`config.mk`:
```
export PLATFORM = sky130hd
export DESIGN_NAME = mult_div
export DESIGN_NICKNAME = d
export VERILOG_FILES = /design/src/rtl/mult_div.sv
export SDC_FILE = /design/constraint.sdc
export NUM_CORES = 1
export LEC_CHECK = 0
export CORE_MARGIN = 2
export CORE_UTILIZATION = 55
export DETAILED_ROUTE_END_ITERATION = 6
export PLACE_DENSITY = 0.79
export SLEW_MARGIN = 40
export SYNTH_ARGS = -nofsm -noshare
export SYNTH_HDL_FRONTEND = slang
export SYNTH_SLANG_ARGS = --single-unit
```
`constraint.sdc`:
```
create_clock -name clk -period 7.55 [get_ports clk]
set_input_delay 1.51 -clock clk [delete_from_list [all_inputs] [get_ports clk]]
set_output_delay 1.51 -clock clk [all_outputs]
set_load 0.05 [all_outputs]
```
`src/rtl/mult_div.sv`:
```
// Iterative 32-bit multiply/divide unit driving the HI/LO registers.
// The divide datapath is present only when MULT_DIV_DIVIDE_EN is defined.
module mult_div (
    input  logic        clk,
    input  logic        rst,
    input  logic        start,
    input  logic [1:0]  md_op,
    input  logic [31:0] op_1,
    input  logic [31:0] op_2,
    input  logic        mthi,
    input  logic        mtlo,
    output logic        busy,
    output logic        done,
    output logic [31:0] hi,
    output logic [31:0] lo
);

    typedef enum logic [1:0] {StIdle, StCalc, StFix} state_e;

    state_e      state_q, state_d;
    logic [4:0]  cnt_q, cnt_d;
    logic [31:0] mcand_q, mcand_d;
    logic [63:0] acc_q, acc_d;
    logic        sign_q, sign_d;
    logic [31:0] hi_q, hi_d;
    logic [31:0] lo_q, lo_d;
    logic        done_q, done_d;

    logic        signed_op;
    logic        accept;
    logic [31:0] a_mag, b_mag;
    logic [32:0] mul_sum;
    logic [63:0] prod;

`ifdef MULT_DIV_DIVIDE_EN
    logic        div_q, div_d;
    logic        dbz_q, dbz_d;
    logic        sign_r_q, sign_r_d;
    logic [31:0] rem_q, rem_d;
    logic [32:0] div_shift;
    logic        div_ge;
    logic [31:0] rem_sub;
`endif

    assign busy = (state_q != StIdle);
    assign done = done_q;
    assign hi   = hi_q;
    assign lo   = lo_q;

    always_comb begin
        state_d = state_q;
        cnt_d   = cnt_q;
        mcand_d = mcand_q;
        acc_d   = acc_q;
        sign_d  = sign_q;
        hi_d    = hi_q;
        lo_d    = lo_q;
        done_d  = 1'b0;
`ifdef MULT_DIV_DIVIDE_EN
        div_d    = div_q;
        dbz_d    = dbz_q;
        sign_r_d = sign_r_q;
        rem_d    = rem_q;
        accept   = start;
`else
        // Divide requests are dropped when the divider is not built.
        accept   = start & ~md_op[1];
`endif

        signed_op = ~md_op[0];
        a_mag     = (signed_op && op_1[31]) ? (~op_1 + 32'd1) : op_1;
        b_mag     = (signed_op && op_2[31]) ? (~op_2 + 32'd1) : op_2;

        // Shift-add: multiplier sits in acc_q[31:0] and shifts out as product bits shift in.
        mul_sum = {1'b0, acc_q[63:32]} + (acc_q[0] ? {1'b0, mcand_q} : 33'd0);
        prod    = sign_q ? (~acc_q + 64'd1) : acc_q;

`ifdef MULT_DIV_DIVIDE_EN
        // Restoring divide: dividend shifts out of acc_q[31:0], quotient bits shift in.
        div_shift = {rem_q, acc_q[31]};
        div_ge    = (div_shift >= {1'b0, mcand_q});
        rem_sub   = div_shift[31:0] - mcand_q;
`endif

        unique case (state_q)
            StIdle: begin
                if (accept) begin
                    state_d = StCalc;
                    cnt_d   = 5'd0;
                    sign_d  = signed_op & (op_1[31] ^ op_2[31]);
`ifdef MULT_DIV_DIVIDE_EN
                    div_d    = md_op[1];
                    dbz_d    = (op_2 == 32'd0);
                    sign_r_d = signed_op & op_1[31];
                    rem_d    = 32'd0;
                    acc_d    = {32'd0, md_op[1] ? a_mag : b_mag};
                    mcand_d  = md_op[1] ? b_mag : a_mag;
`else
                    acc_d    = {32'd0, b_mag};
                    mcand_d  = a_mag;
`endif
                end else if (!start) begin
                    if (mthi) hi_d = op_1;
                    if (mtlo) lo_d = op_1;
                end
            end
            StCalc: begin
`ifdef MULT_DIV_DIVIDE_EN
                if (div_q) begin
                    rem_d = div_ge ? rem_sub : div_shift[31:0];
                    acc_d = {acc_q[63:32], acc_q[30:0], div_ge};
                end else begin
                    acc_d = {mul_sum, acc_q[31:1]};
                end
`else
                acc_d = {mul_sum, acc_q[31:1]};
`endif
                cnt_d = cnt_q + 5'd1;
                if (cnt_q == 5'd31) state_d = StFix;
            end
            StFix: begin
`ifdef MULT_DIV_DIVIDE_EN
                if (div_q) begin
                    // Divide by zero leaves |op_1| in rem; re-negating restores raw op_1.
                    lo_d = dbz_q ? 32'hFFFF_FFFF
                                 : (sign_q ? (~acc_q[31:0] + 32'd1) : acc_q[31:0]);
                    hi_d = sign_r_q ? (~rem_q + 32'd1) : rem_q;
                end else begin
                    hi_d = prod[63:32];
                    lo_d = prod[31:0];
                end
`else
                hi_d = prod[63:32];
                lo_d = prod[31:0];
`endif
                done_d  = 1'b1;
                state_d = StIdle;
            end
            default: state_d = StIdle;
        endcase
    end

    always_ff @(posedge clk or posedge rst) begin
        if (rst) begin
            state_q  <= StIdle;
            cnt_q    <= 5'd0;
            mcand_q  <= 32'd0;
            acc_q    <= 64'd0;
            sign_q   <= 1'b0;
            hi_q     <= 32'd0;
            lo_q     <= 32'd0;
            done_q   <= 1'b0;
`ifdef MULT_DIV_DIVIDE_EN
            div_q    <= 1'b0;
            dbz_q    <= 1'b0;
            sign_r_q <= 1'b0;
            rem_q    <= 32'd0;
`endif
        end else begin
            state_q  <= state_d;
            cnt_q    <= cnt_d;
            mcand_q  <= mcand_d;
            acc_q    <= acc_d;
            sign_q   <= sign_d;
            hi_q     <= hi_d;
            lo_q     <= lo_d;
            done_q   <= done_d;
`ifdef MULT_DIV_DIVIDE_EN
            div_q    <= div_d;
            dbz_q    <= dbz_d;
            sign_r_q <= sign_r_d;
            rem_q    <= rem_d;
`endif
        end
    end

endmodule

```
==> Word level (Yosys, flattened, before mapping) <==
Index checks and enable logic that the tools add are counted.
{ "word_totals": {"regBits": 169, "inputBits": 71, "output_inout_bits": 66} }
{ "op_classes": {"n_addsub": 5, "n_eq_ne": 9, "mux": 20, "n_bitwise": 8, "n_reduce_logical": 11} }
{ "op_table": {"columns": ["cell", "count"], "rows": [
  ["32-bit two-way mux", 9],
  ["64-bit two-way mux", 2],
  ["32-bit case mux with 2 select lines", 2],
  ["64-bit case mux with 2 select lines", 1],
  ["32-bit by 1-bit adder with 32-bit output (second input constant)", 2],
  ["64-bit by 1-bit adder with 64-bit output (second input constant)", 1],
  ["32-bit NOT", 2],
  ["64-bit NOT", 1],
  ["32-bit by 32-bit adder with 33-bit output", 1],
  ["2-bit inequality test (second input constant)", 6],
  ["5-bit case mux with 2 select lines", 1],
  ["4-bit AND reduction", 2],
  ["2-bit AND reduction", 3],
  ["2-bit nonzero test", 3],
  ["5-bit by 1-bit adder with 5-bit output (second input constant)", 1],
  ["5-bit == test (second input constant)", 1],
  ["5-bit two-way mux", 1],
  ["2-bit two-way mux", 2],
  ["2-bit case mux with 2 select lines", 1],
  ["1-bit AND", 2],
  ["2-bit by 1-bit == test with 1-bit output (second input constant)", 1],
  ["2-bit == test (second input constant)", 1],
  ["1-bit logical AND", 2],
  ["2-bit zero test", 1],
  ["3 further kinds", 4]
]} }

==> Logic depth before layout (Yosys ltp) <==
Gate-level depths: netlist of run 1.
{ "depth": {"word_depth": 5, "depth_mapped": 14, "depth_no_buf": 12} }

==> Worst setup path before layout of run 1 <==
Ideal clock, no wire load.
{ "synth_timing": {"path_type": "in2reg", "from": "input op_2[5]", "to": "register acc_q[26]", "setup_time_ns": 0.133, "arrival_ns": 3.409, "path_slack_ns": 4.008, "path_stages": 7, "path_buffers": 0, "cell_sequence": "or4_1 or3_1 nor4_1 nand3b_1 o21ai_0 xor2_1 o21ai_0"} }
{ "synth_via": {"elab_chain_len": 5} }
{ "synth_rtl": {"columns": ["element", "line_no", "text"], "rows": [
  ["start: declaration", "9", "input logic [31:0] op_2,"],
  ["32-bit NOT", "72", "b_mag = (signed_op && op_2[31]) ? (~op_2 + 32'd1) : op_2;"],
  ["32-bit by 1-bit adder with 32-bit output", "72", null],
  ["32-bit two-way mux", "72", null],
  ["64-bit two-way mux", "87", "if (accept) begin"],
  ["64-bit case mux with 2 select lines", "85", "unique case (state_q)"],
  ["end signal: assignment", "148", "acc_q <= 64'd0;"],
  ["end signal: assignment", "163", "acc_q <= acc_d;"],
  ["end: declaration", "23", "logic [63:0] acc_q, acc_d;"]
]} }
Every way passes these cells. The select of a mux whose other input is x is not followed.
A chain may end at the register's enable or synchronous reset.

==> Worst setup path after layout of run 1 <==
{ "layout_timing": {"from": "input op_2[5]", "to": "register acc_q[29]"} }
The elaborated chain is that of the path after synthesis.

==> results.tsv, run 1 <==
stage	metric	value	unit
status	status	complete, no violations	
floorplan	start_util	0.563	
worst_setup_path	worstPathRequired	7.84	ns
hold_path	hold_class	reg2reg	
routing	ant_nets	0	
floorplan	die-area	0.0219	sq mm
power	ir_worst_vdd	323	uV
global_routing	grt_max_degree	114	
routing	route.met3.wl	3680	microns
sta	tightest_slew	0.839	ns
worst_setup_path	cp_top_family	simple AND/OR/NAND/NOR gates	
routing	drc	0	
routing	initialDrtViolationCount	1202	
logic_synthesis	ys_ff_latch	169	
clock_tree	clockBufferDepth	2	
layout	area_growth	19.3	%
layout	final_area	0.0136	sq mm
global_routing	track_usage	0.342	
power	p_leak	5.26	nW
routing	vias	11100	
floorplan	die_h	148	microns
sta	fin_setup_tns	0	ns
worst_setup_path	reg2reg_depth	13	
worst_setup_path	crit_fanout	5	
routing	m1WireLength	15600	microns
run	maxCapViolCount	0	
global_routing	grt-ovfl-total	0	
worst_setup_path	worst-setup-path-type	in2reg	
logic_synthesis	ys_warn_count	0	
worst_setup_path	crit_path_end_kind	register	
logic_synthesis	synth_top_area_share	0.370	
logic_synthesis	syn-num-nets	1454	
worst_setup_path	arrival	4.25	ns
worst_setup_path	max_stage_delay	0.59	ns
sta	max_freq	253	MHz
clock_tree	clkSinkCount	169	
sta	setup_viol	0	
sta	final_min_period_over_clock_period	0.524	
sta	hold_viol	0	
layout	nets	1543	
logic_synthesis	synth_edf_count	0	
clock_tree	ctsHtreeMaxLevel	4	
global_routing	grt_antenna_before_repair	1	
global_routing	grt_pass1_wl	59200	microns
clock_tree	cts.clk_slew.worst_paths	0.07	ns
floorplan	rows	52	
worst_setup_path	r2r-end	acc_q[59]	
routing	highest_layer	met5	
place	dp_hpwl	26500	microns
floorplan	core	0.0203	sq mm
logic_synthesis	synth_seq_area_share	0.370	
logic_synthesis	synth_area_leaders	dfrtp_1 (37%), o21ai_0 (8.5%), xnor2_1 (5.7%)	
worst_setup_path	crit_path_top_delay_cell	or4_1	
global_routing	grt_pass1_vias	10600	
logic_synthesis	synth_area	0.0114	sq mm
routing	drt_first_pass_iters	6	
logic_synthesis	synthCells	1345	
sta	period_minus_slack	3.96	ns
layout	finish.utilization	0.671	
worst_setup_path	cp_num_buf_inv	1	
floorplan	pin_count	137	
power	power.density	468	mW/mm^2
logic_synthesis	syn-mean-instance-area	8.49	sq um
clock_tree	cts_root_buf	clkbuf_16	
layout	insertedDiodeCount	0	
worst_setup_path	start_kind	input port	
sta	rsz0062_at_grt	no	
place	gp_congestion	0.975	
clock_tree	cts_buffers	17	
routing	wl	37200	microns
worst_setup_path	regToRegSetupSlack	3.82	ns
routing	wl_met2	16900	microns
clock_tree	clock_latency	0.44	ns
logic_synthesis	synth.distinct_cells	71	
clock_tree	cts_resized	0	
place	place_area	0.0130	sq mm
routing	routed_via_density	6.45	
place	dpl.cell_count	1685	
power	power	6.38	mW
sta	slew_violations	0	
hold_path	min_from	mcand_q[26]	
sta	fin_skew	0.0115	ns
floorplan	chipWidth	148	microns
hold_path	whs_path_depth	2	
logic_synthesis	ys_async_sr_fraction	1.00	
clock_tree	cts_hold_buf	0	
clock_tree	tritoncts	done	
routing	drt-wirelength-per-cell	21.7	microns
layout	drive_gt1_frac	0.0533	
place	portBuffers	136	
clock_tree	post-cts-setup-buffer-count	0	
logic_synthesis	synth_top_area_cell	dfrtp_1	
worst_setup_path	crit_chain	clkdlybuf4s50_1 -> or4_1 -> nor2_1 -> nand2_1 -> or3_1 -> nor4b_2 -> a21oi_1 -> xnor2_1 -> o21ai_0	
hold_path	holdPathEnd	mcand_q[26]	
layout	fin_cells	1716	
sta	max_slew_margin	0.441	
logic_synthesis	synth_ff_type	dfrtp_1	
worst_setup_path	reg2reg_from	acc_q[0]	
[layout by cell type, fill, tap and decap left out, types with 13 or more instances in the layout]
master and n:
a21oi_1 87, nand3_1 24, ha_1 37, nand2_1 154, nor4_1 14, clkdlybuf4s50_1 136
or3_1 19, inv_1 19, a211oi_1 14, mux2i_1 35, dfrtp_1 169, a22oi_1 31
xnor2_1 74, and3_1 18, nor3_1 26, xor2_1 57, a31oi_1 13, and2_1 34
nor2_1 71, o31ai_1 18, o21ai_0 193, nand2b_1 13, clkbuf_16 17
[cells in the mapped netlist (all sizes together), types with 6 or more instances]
cell type	n
nand2	154
mux2i	35
and2	34
nand4	12
a211oi	15
a22oi	31
a21oi	87
or4	11
o31ai	18
a21o	8
ha	37
o22ai	9
o21bai	6
buf	8
nor2	74
a222oi	6
nor4	20
clkbuf	74
xor2	57
nand3	24
or2	6
nand2b	14
o21ai	196
or3	20
o41ai	12
xnor2	74
and3	18
dfrtp	169
nor2b	8
nor3	26
inv	21
a31oi	13
[sequential cells by signal (all words and copies together), names as in the netlist]
name	flops
done	1
cnt_q	5
sign_q	1
hi	32
mcand_q	32
lo	32
state_q	2
acc_q	64
[routing by layer]
metal  GRT usage  up-vias
met5           0        -
met4       0.116        2
met3      0.0758       97
met2       0.522      608
met1       0.485     5318
li1            -     5044
[power by group]
| part | total, mW | leakage [nW] | internal (mW) | switching [mW] |
|---|---|---|---|---|
| Clock | 0.935 | 0.300 | 0.528 | 0.407 |
| Combinational | 3.53 | 2.90 | 1.34 | 2.19 |
| Sequential | 1.91 | 2.05 | 1.37 | 0.548 |
| Total | 6.38 | 5.26 | 3.23 | 3.15 |
[area by class of cell]
class,instances,area (sq um)
Clock buffer,17,425
Clock inverter,14,183
Fill cell,1674,6680
Inverter,22,87.6
Multi-Input combinational cell,1072,6820
Sequential cell,169,4230
Tap cell,270,338
Timing Repair Buffer,152,1530
[worst max-delay path by stage]
stage            start         to  cells after the start
4_1_cts        op_2[5]  acc_q[24]                      8
3_3_place_gp   op_2[5]  acc_q[26]                      8
2_1_floorplan      rst   acc_q[0]                      1
6_report       op_2[5]  acc_q[29]                      9
3_5_place_dp   op_2[5]  acc_q[24]                      8
5_1_grt        op_2[5]  acc_q[24]                      8
[stage by stage]
stage	setup WS [ns]	hold WS (ns)
2_1_floorplan	1.46	0.442
3_3_place_gp	3.24	0.458
3_5_place_dp	3.18	0.466
4_1_cts	3.63	0.481
5_1_grt	3.24	0.507
6_report	3.59	0.474
[tightest hold or removal path, cell delays in order, from the launching register on]
cell     delay (ns)
dfrtp_1        0.34
nand2_1        0.04
o21ai_0        0.06
[cell families (layout without fill, tap and decap cells)]
kind of cell,count (synthesis),in the layout,share of synthesized area
fa+ha+maj,38,38,0.0423
xor+xnor,131,131,0.100
flops,169,169,0.370
buf+inv,104,205,0.0360
simple gates,433,433,0.192
compound gates,435,435,0.228
mux,35,35,0.0307
No activity file was read; power rests on OpenSTA's default activity.
==> inputs of run 2 (changes only) <==
==> constraint.sdc (replaced) <==
create_clock -name clk -period 3.7 [get_ports clk]
set_input_delay 0.74 -clock clk [delete_from_list [all_inputs] [get_ports clk]]
set_output_delay 0.74 -clock clk [all_outputs]
set_load 0.05 [all_outputs]
==> run 2 against run 1 <==
Clock-buffer cell count grew 1. Combinational power rose by 100%. Sequential share of layout area decreased by 0.61 points. Clock power increased by 100%. Clock skew decreased by 0.00059 ns. Via count up 1.5%. Die area unchanged. Largest power group unchanged.
==> results.tsv, run 2 (same netlist as run 1, synthesis figures left out) <==
stage	metric	value	unit	change
worst_setup_path	worst-setup-path-type	reg2reg		
hold_path	holdPathEnd	mcand_q[31]		
clock_tree	tritoncts	done		
worst_setup_path	arrival	3.78	ns	-0.47 ns
worst_setup_path	crit_fanout	17		+12
global_routing	grt_antenna_before_repair	0		-1
routing	drt_first_pass_iters	5		-1
sta	setup_ws	0.302	ns	-3.29 ns
layout	finish.utilization	0.684		+0.0134
global_routing	grt_pass1_vias	10800		+1.2%
worst_setup_path	crit_chain	buf_4 -> and2_1 -> ha_1 -> o21ai_0 -> a211o_1 -> a31oi_1 -> o31ai_1 -> o31ai_1 -> o2111ai_1 -> or3_1 -> nand3_1		
power	internal_power	6.62	mW	+100%
routing	initialDrtViolationCount	1267		+5.4%
layout	largest_register_ff_count	64		unchanged
place	portBuffers	136		unchanged
place	place_area	0.0133	sq mm	+2.0%
worst_setup_path	regToRegSetupSlack	0.30	ns	-3.52 ns
routing	drt-wirelength-per-cell	21.4	microns	-1.6%
layout	final_common_cell	o21ai_0		
worst_setup_path	crit_path_top_delay_cell	o31ai_1		
status	status	complete, no violations		
routing	ant_nets	0		unchanged
clock_tree	cts_buffers	17		unchanged
clock_tree	cts_root_buf	clkbuf_16		
floorplan	pin_count	137		unchanged
hold_path	whs_path_depth	2		unchanged
sta	max_slew_margin	0.436		-0.00491
clock_tree	cts_hold_buf	0		unchanged
worst_setup_path	crit_top_cell	o31ai_1		
routing	drc	0		unchanged
power	sequentialPowerShare	0.301		about the same
routing	routed_via_density	6.42		-0.53%
clock_tree	clkSinkCount	169		unchanged
sta	max_freq	294	MHz	
layout	drive_gt1_frac	0.0722		+0.0190
layout	nets	1577		+2.2%
layout	top_register	acc_q		
routing	wl	37400	microns	+0.45%
layout	fin_cells	1751		+2.0%
power	ir_worst_vdd	601	uV	+86%
clock_tree	ctsHtreeMaxLevel	4		unchanged
worst_setup_path	max_stage_delay	0.50	ns	-0.09 ns
floorplan	core	0.0203	sq mm	unchanged
power	p_comb_frac	0.553		about the same
power	p_switching	6.38	mW	+100%
sta	tightest_slew	0.846	ns	+0.00737 ns
global_routing	grt-ovfl-total	0		unchanged
power	p_leak	5.44	nW	+3.4%
worst_setup_path	cp_top_family	compound AO/OA/AOI/OAI gates		
clock_tree	post-cts-setup-buffer-count	0		unchanged
layout	regArea	0.00423	sq mm	unchanged
clock_tree	cts.clk_slew.worst_paths	0.07	ns	about the same
sta	fin_skew	0.0109	ns	-0.000591 ns
sta	final_min_period_over_clock_period	0.918		
clock_tree	cts_resized	0		unchanged
clock_tree	clock_latency	0.44	ns	about the same
worst_setup_path	crit_path_end_kind	register		
place	dpl.cell_count	1718		+2.0%
worst_setup_path	r2r-end	acc_q[59]		
clock_tree	clockBufferDepth	2		unchanged
sta	slew_violations	0		unchanged
floorplan	start_util	0.563		unchanged
sta	setup_viol	0		unchanged
place	pre_cts_ws	0.110	ns	-3.07 ns
routing	vias	11200		+1.5%
floorplan	die-area	0.0219	sq mm	unchanged
global_routing	grt_max_degree	75		-34%
layout	final_cell_mix	o21ai_0 (193), dfrtp_1 (169), nand2_1 (154)		
place	gp_congestion	0.950		-2.6%
floorplan	rows	52		unchanged
worst_setup_path	cp_num_buf_inv	1		unchanged
worst_setup_path	reg2reg_depth	11		-2
sta	hold_ws	0.474	ns	+0.0000880 ns
power	power	13.0	mW	+100%
layout	area_growth	21.6	%	
floorplan	chipWidth	148	microns	unchanged
sta	hold_viol	0		unchanged
power	power.density	936	mW/mm^2	+100%
hold_path	min_from	mcand_q[31]		
hold_path	hold_class	reg2reg		
layout	insertedDiodeCount	0		unchanged
layout	nFillCells	1666		-0.48%
sta	fin_setup_tns	0	ns	unchanged
power	p_sw_frac	0.491		-0.00288
worst_setup_path	reg2reg_from	acc_q[0]		
power	clkPwrFrac	0.147		about the same
place	dp_hpwl	27500	microns	+3.8%
sta	rsz0062_at_grt	no		
floorplan	die_h	148	microns	unchanged
sta	period_minus_slack	3.40	ns	
global_routing	track_usage	0.347		+0.00507
worst_setup_path	start_kind	register		
layout	multi_input_area	0.00681	sq mm	-0.26%
worst_setup_path	worstPathRequired	4.08	ns	-3.76 ns
global_routing	grt_pass1_wl	59300	microns	+0.25%
layout	final_area	0.0139	sq mm	+2.0%
run	maxCapViolCount	0		unchanged
[run 2: cell count changes in the layout (fill, tap and decap cells not counted), moves of 2 or more]
cell,before,now
clkinvlp_4,0,2
inv_6,9,6
buf_4,11,44
buf_6,3,0
buf_12,0,5
[run 2: how the worst max path moves through the flow]
stage	start	to	depth (start not counted)	slack, ns
final	acc_q[0]	acc_q[59]	11	0.30
after global routing	acc_q[0]	acc_q[59]	11	0.11
after CTS	acc_q[0]	acc_q[59]	11	0.36
after detailed placement	op_2[5]	acc_q[28]	8	0.11
after global placement	op_2[5]	acc_q[30]	8	0.15
after floorplan	acc_q[0]	acc_q[59]	14	0.61
[run 2: power groups by stage]
stage	registers (mW)	logic, mW	clock network [mW]
after CTS	3.87	7.12	1.91
final	3.91	7.19	1.91
after global routing	4.01	7.81	1.99
after floorplan	4.71	3.91	0
after detailed placement	3.88	7.06	0
after global placement	3.86	6.90	0
[run 2: routing by layer]
| layer | vias to the layer above | part of all wire | global-route usage |
|---|---|---|---|
| met3 | 78 | 0.097 | 0.0733 |
| met5 | - | 0 | 0 |
| met4 | 0 | 0.030 | 0.118 |
| met2 | 632 | 0.46 | 0.550 |
| met1 | 5402 | 0.41 | 0.478 |
| li1 | 5123 | - | - |
[run 2: area by class of cell]
type	instances	share of cell area
Multi-Input combinational cell	1072	0.490
Sequential cell	169	0.304
Timing Repair Buffer	186	0.131
Clock buffer	18	0.0309
Tap cell	270	0.0243
Clock inverter	14	0.0132
Inverter	22	0.00622
[run 2: worst reg2reg max path, delay by kind of cell, from the launching register on]
kind / cells / cell delay [ns]
AOI/OAI and AO/OA: 6 / 1.65
DFF: 1 / 0.48
and+or+nand+nor: 3 / 0.60
adders and majority gates: 1 / 0.37
buffers and inverters: 1 / 0.23
==> inputs of run 3 (changes only) <==
--- a/config.mk
+++ b/config.mk
@@ -6,9 +6,10 @@
 export NUM_CORES = 1
 export LEC_CHECK = 0
 export CORE_MARGIN = 2
-export CORE_UTILIZATION = 55
+export CORE_UTILIZATION = 42
 export DETAILED_ROUTE_END_ITERATION = 6
-export PLACE_DENSITY = 0.79
+export GPL_TIMING_DRIVEN = 1
+export RECOVER_POWER = 100
 export SLEW_MARGIN = 40
 export SYNTH_ARGS = -nofsm -noshare
 export SYNTH_HDL_FRONTEND = slang
==> run 3 against run 2 <==
The flow now finishes with violations (max-capacitance violations, max-slew violations). Hold slack improved by 0.0011 ns. Clock skew increased by 0.0059 ns. Fmax decreased by 0.71%. Design area increased by 0.32%. Largest cell class unchanged. Largest power group unchanged. Highest routed layer is now met5.
==> results.tsv, run 3 (same netlist as run 1, synthesis figures left out) <==
stage	metric	value	unit	change
clock_tree	post-cts-setup-buffer-count	0		unchanged
floorplan	chipWidth	169	microns	+14%
global_routing	grt-ovfl-total	0		unchanged
worst_setup_path	start_kind	register		
place	portBuffers	136		unchanged
hold_path	hold_class	reg2reg		
floorplan	die-area	0.0285	sq mm	+30%
sta	tightest_slew	2.37	ns	+1.53 ns
sta	slew_violations	293		+293
routing	routed_via_density	5.89		-8.3%
clock_tree	clockBufferDepth	2		unchanged
place	dp_hpwl	29800	microns	+8.2%
global_routing	grt_pass1_wl	61600	microns	+3.8%
layout	final_cell_mix	o21ai_0 (196), dfrtp_1 (169), nand2_1 (154)		
sta	final_min_period_over_clock_period	0.925		+0.00653
clock_tree	cts_root_buf	clkbuf_16		
routing	drt-wirelength-per-cell	21.5	microns	+0.81%
clock_tree	cts.clk_slew.worst_paths	0.07	ns	about the same
power	power.density	920	mW/mm^2	-1.7%
global_routing	grt_pass1_vias	10300		-3.8%
worst_setup_path	worst-setup-path-type	reg2reg		
sta	setup_viol	0		unchanged
routing	drc	0		unchanged
global_routing	track_usage	0.281		-0.0661
layout	final_area	0.0139	sq mm	+0.32%
layout	largest_register_ff_count	64		unchanged
power	p_leak	5.46	nW	+0.43%
power	power	12.8	mW	-1.4%
status	violations	max-capacitance violations, max-slew violations		
clock_tree	ctsHtreeMaxLevel	4		unchanged
sta	hold_viol	0		unchanged
routing	initialDrtViolationCount	939		-26%
clock_tree	clock_latency	0.44	ns	about the same
sta	fin_setup_tns	0	ns	unchanged
clock_tree	clkSinkCount	169		unchanged
power	ir_worst_vdd	531	uV	-12%
routing	ant_nets	0		unchanged
floorplan	start_util	0.426		-0.136
clock_tree	cts_buffers	17		unchanged
worst_setup_path	cp_top_family	compound AO/OA/AOI/OAI gates		
worst_setup_path	crit_path_end_kind	register		
worst_setup_path	crit_path_top_delay_cell	dfrtp_1		
floorplan	core	0.0268	sq mm	+32%
clock_tree	tritoncts	done		
worst_setup_path	cp.depth	14		+3
place	pre_cts_ws	0.125	ns	+0.0146 ns
routing	drt_first_pass_iters	5		unchanged
routing	wl	39600	microns	+5.9%
worst_setup_path	arrival	3.79	ns	about the same
floorplan	rows	60		+15%
worst_setup_path	reg2reg_depth	14		+3
sta	setup_ws	0.277	ns	-0.0242 ns
sta	period_minus_slack	3.42	ns	+0.0242 ns
layout	nets	1594		+1.1%
hold_path	whs_path_depth	2		unchanged
worst_setup_path	crit_top_cell	buf_4		
worst_setup_path	cp_num_buf_inv	4		+3
status	status	finished, violations left		
floorplan	die_h	169	microns	+14%
clock_tree	cts_hold_buf	0		unchanged
run	maxCapViolCount	7		+7
worst_setup_path	max_stage_delay	0.43	ns	-0.07 ns
worst_setup_path	crit_chain	clkbuf_2 -> and2_1 -> ha_1 -> o21ai_0 -> a211o_1 -> a31oi_1 -> buf_4 -> o31ai_1 -> buf_4 -> o31ai_1 -> buf_4 -> o2111ai_1 -> or3_1 -> nand3_1		
sta	max_slew_margin	-0.581		-1.02
floorplan	pin_count	137		unchanged
global_routing	grt_max_degree	71		-5.3%
layout	area_growth	22.0	%	
worst_setup_path	crit_fanout	14		-3
routing	vias	10800		-3.6%
place	gp_congestion	0.921		-3.0%
layout	final_common_cell	o21ai_0		
layout	top_register	acc_q		
place	place_area	0.0134	sq mm	+1.3%
layout	insertedDiodeCount	0		unchanged
global_routing	grt_antenna_before_repair	1		+1
sta	fin_skew	0.0168	ns	+0.00590 ns
layout	drive_gt1_frac	0.0688		-0.00349
worst_setup_path	worstPathRequired	4.07	ns	about the same
sta	rsz0062_at_grt	no		
clock_tree	cts_resized	0		unchanged
sta	max_freq	292	MHz	-0.71%
==> run 3: cell count changes in the layout (fill, tap and decap cells not counted), sizes merged <==
cell | before | now
dlygate4sd3 | 0 | 71
clkinvlp | 2 | 5
clkbuf | 18 | 34
inv | 27 | 23
buf | 50 | 53
clkdlybuf4s50 | 136 | 65
bufinv | 3 | 2
==> run 3: worst reg2reg max path: stages (launching register included) <==
cell       delay (ns)
dfrtp_1          0.43
clkbuf_2         0.24
and2_1           0.19
ha_1             0.38
o21ai_0          0.15
a211o_1          0.30
a31oi_1          0.20
buf_4            0.16
o31ai_1          0.07
buf_4            0.16
o31ai_1          0.22
buf_4            0.18
o2111ai_1        0.21
or3_1            0.38
nand3_1          0.07
==> run 3: final cells by class <==
cell class	instances	area [sq um]
Clock buffer	20	457
Fill cell	2549	12900
Timing Repair Buffer	203	1830
Clock inverter	12	139
Multi-Input combinational cell	1072	6770
Inverter	22	83.8
Tap cell	341	427
Sequential cell	169	4230
==> run 3: stage by stage <==
| step | hold slack (ns) | utilization | instances |
|---|---|---|---|
| after CTS | 0.479 | 0.523 | 1839 |
| after global placement | 0.455 | 0.501 | 1807 |
| after detailed placement | 0.463 | 0.501 | 1807 |
| after global routing | 0.505 | 0.520 | 1839 |
| after floorplan | 0.442 | - | 1345 |
| final | 0.475 | 0.520 | 1839 |
==> run 3: metal layers <==
| layer | track usage | vias up | share of wire |
|---|---|---|---|
| li1 | - | 5146 | - |
| met1 | 0.403 | 5237 | 0.46 |
| met2 | 0.432 | 374 | 0.45 |
| met3 | 0.0477 | 66 | 0.061 |
| met4 | 0.0937 | 2 | 0.031 |
| met5 | 0 | - | 0.00033 |
==> run 3: final timing paths <==
path | end | start | slack (ns)
worst max register to register | acc_q[59] | acc_q[0] | 0.28
worst max-delay path | acc_q[59] | acc_q[0] | 0.28
worst min register to register | mcand_q[9] | mcand_q[9] | 0.48
min in group asynchronous | mcand_q[4] | rst | 1.43
worst min-delay path | mcand_q[9] | mcand_q[9] | 0.48
max in group asynchronous | mcand_q[24] | rst | 0.60
==> run 3: report_power, final <==
part	internal (mW)	switching, mW
Sequential	2.79	1.01
Clock	1.04	0.815
Combinational	2.68	4.48
Total	6.51	6.31
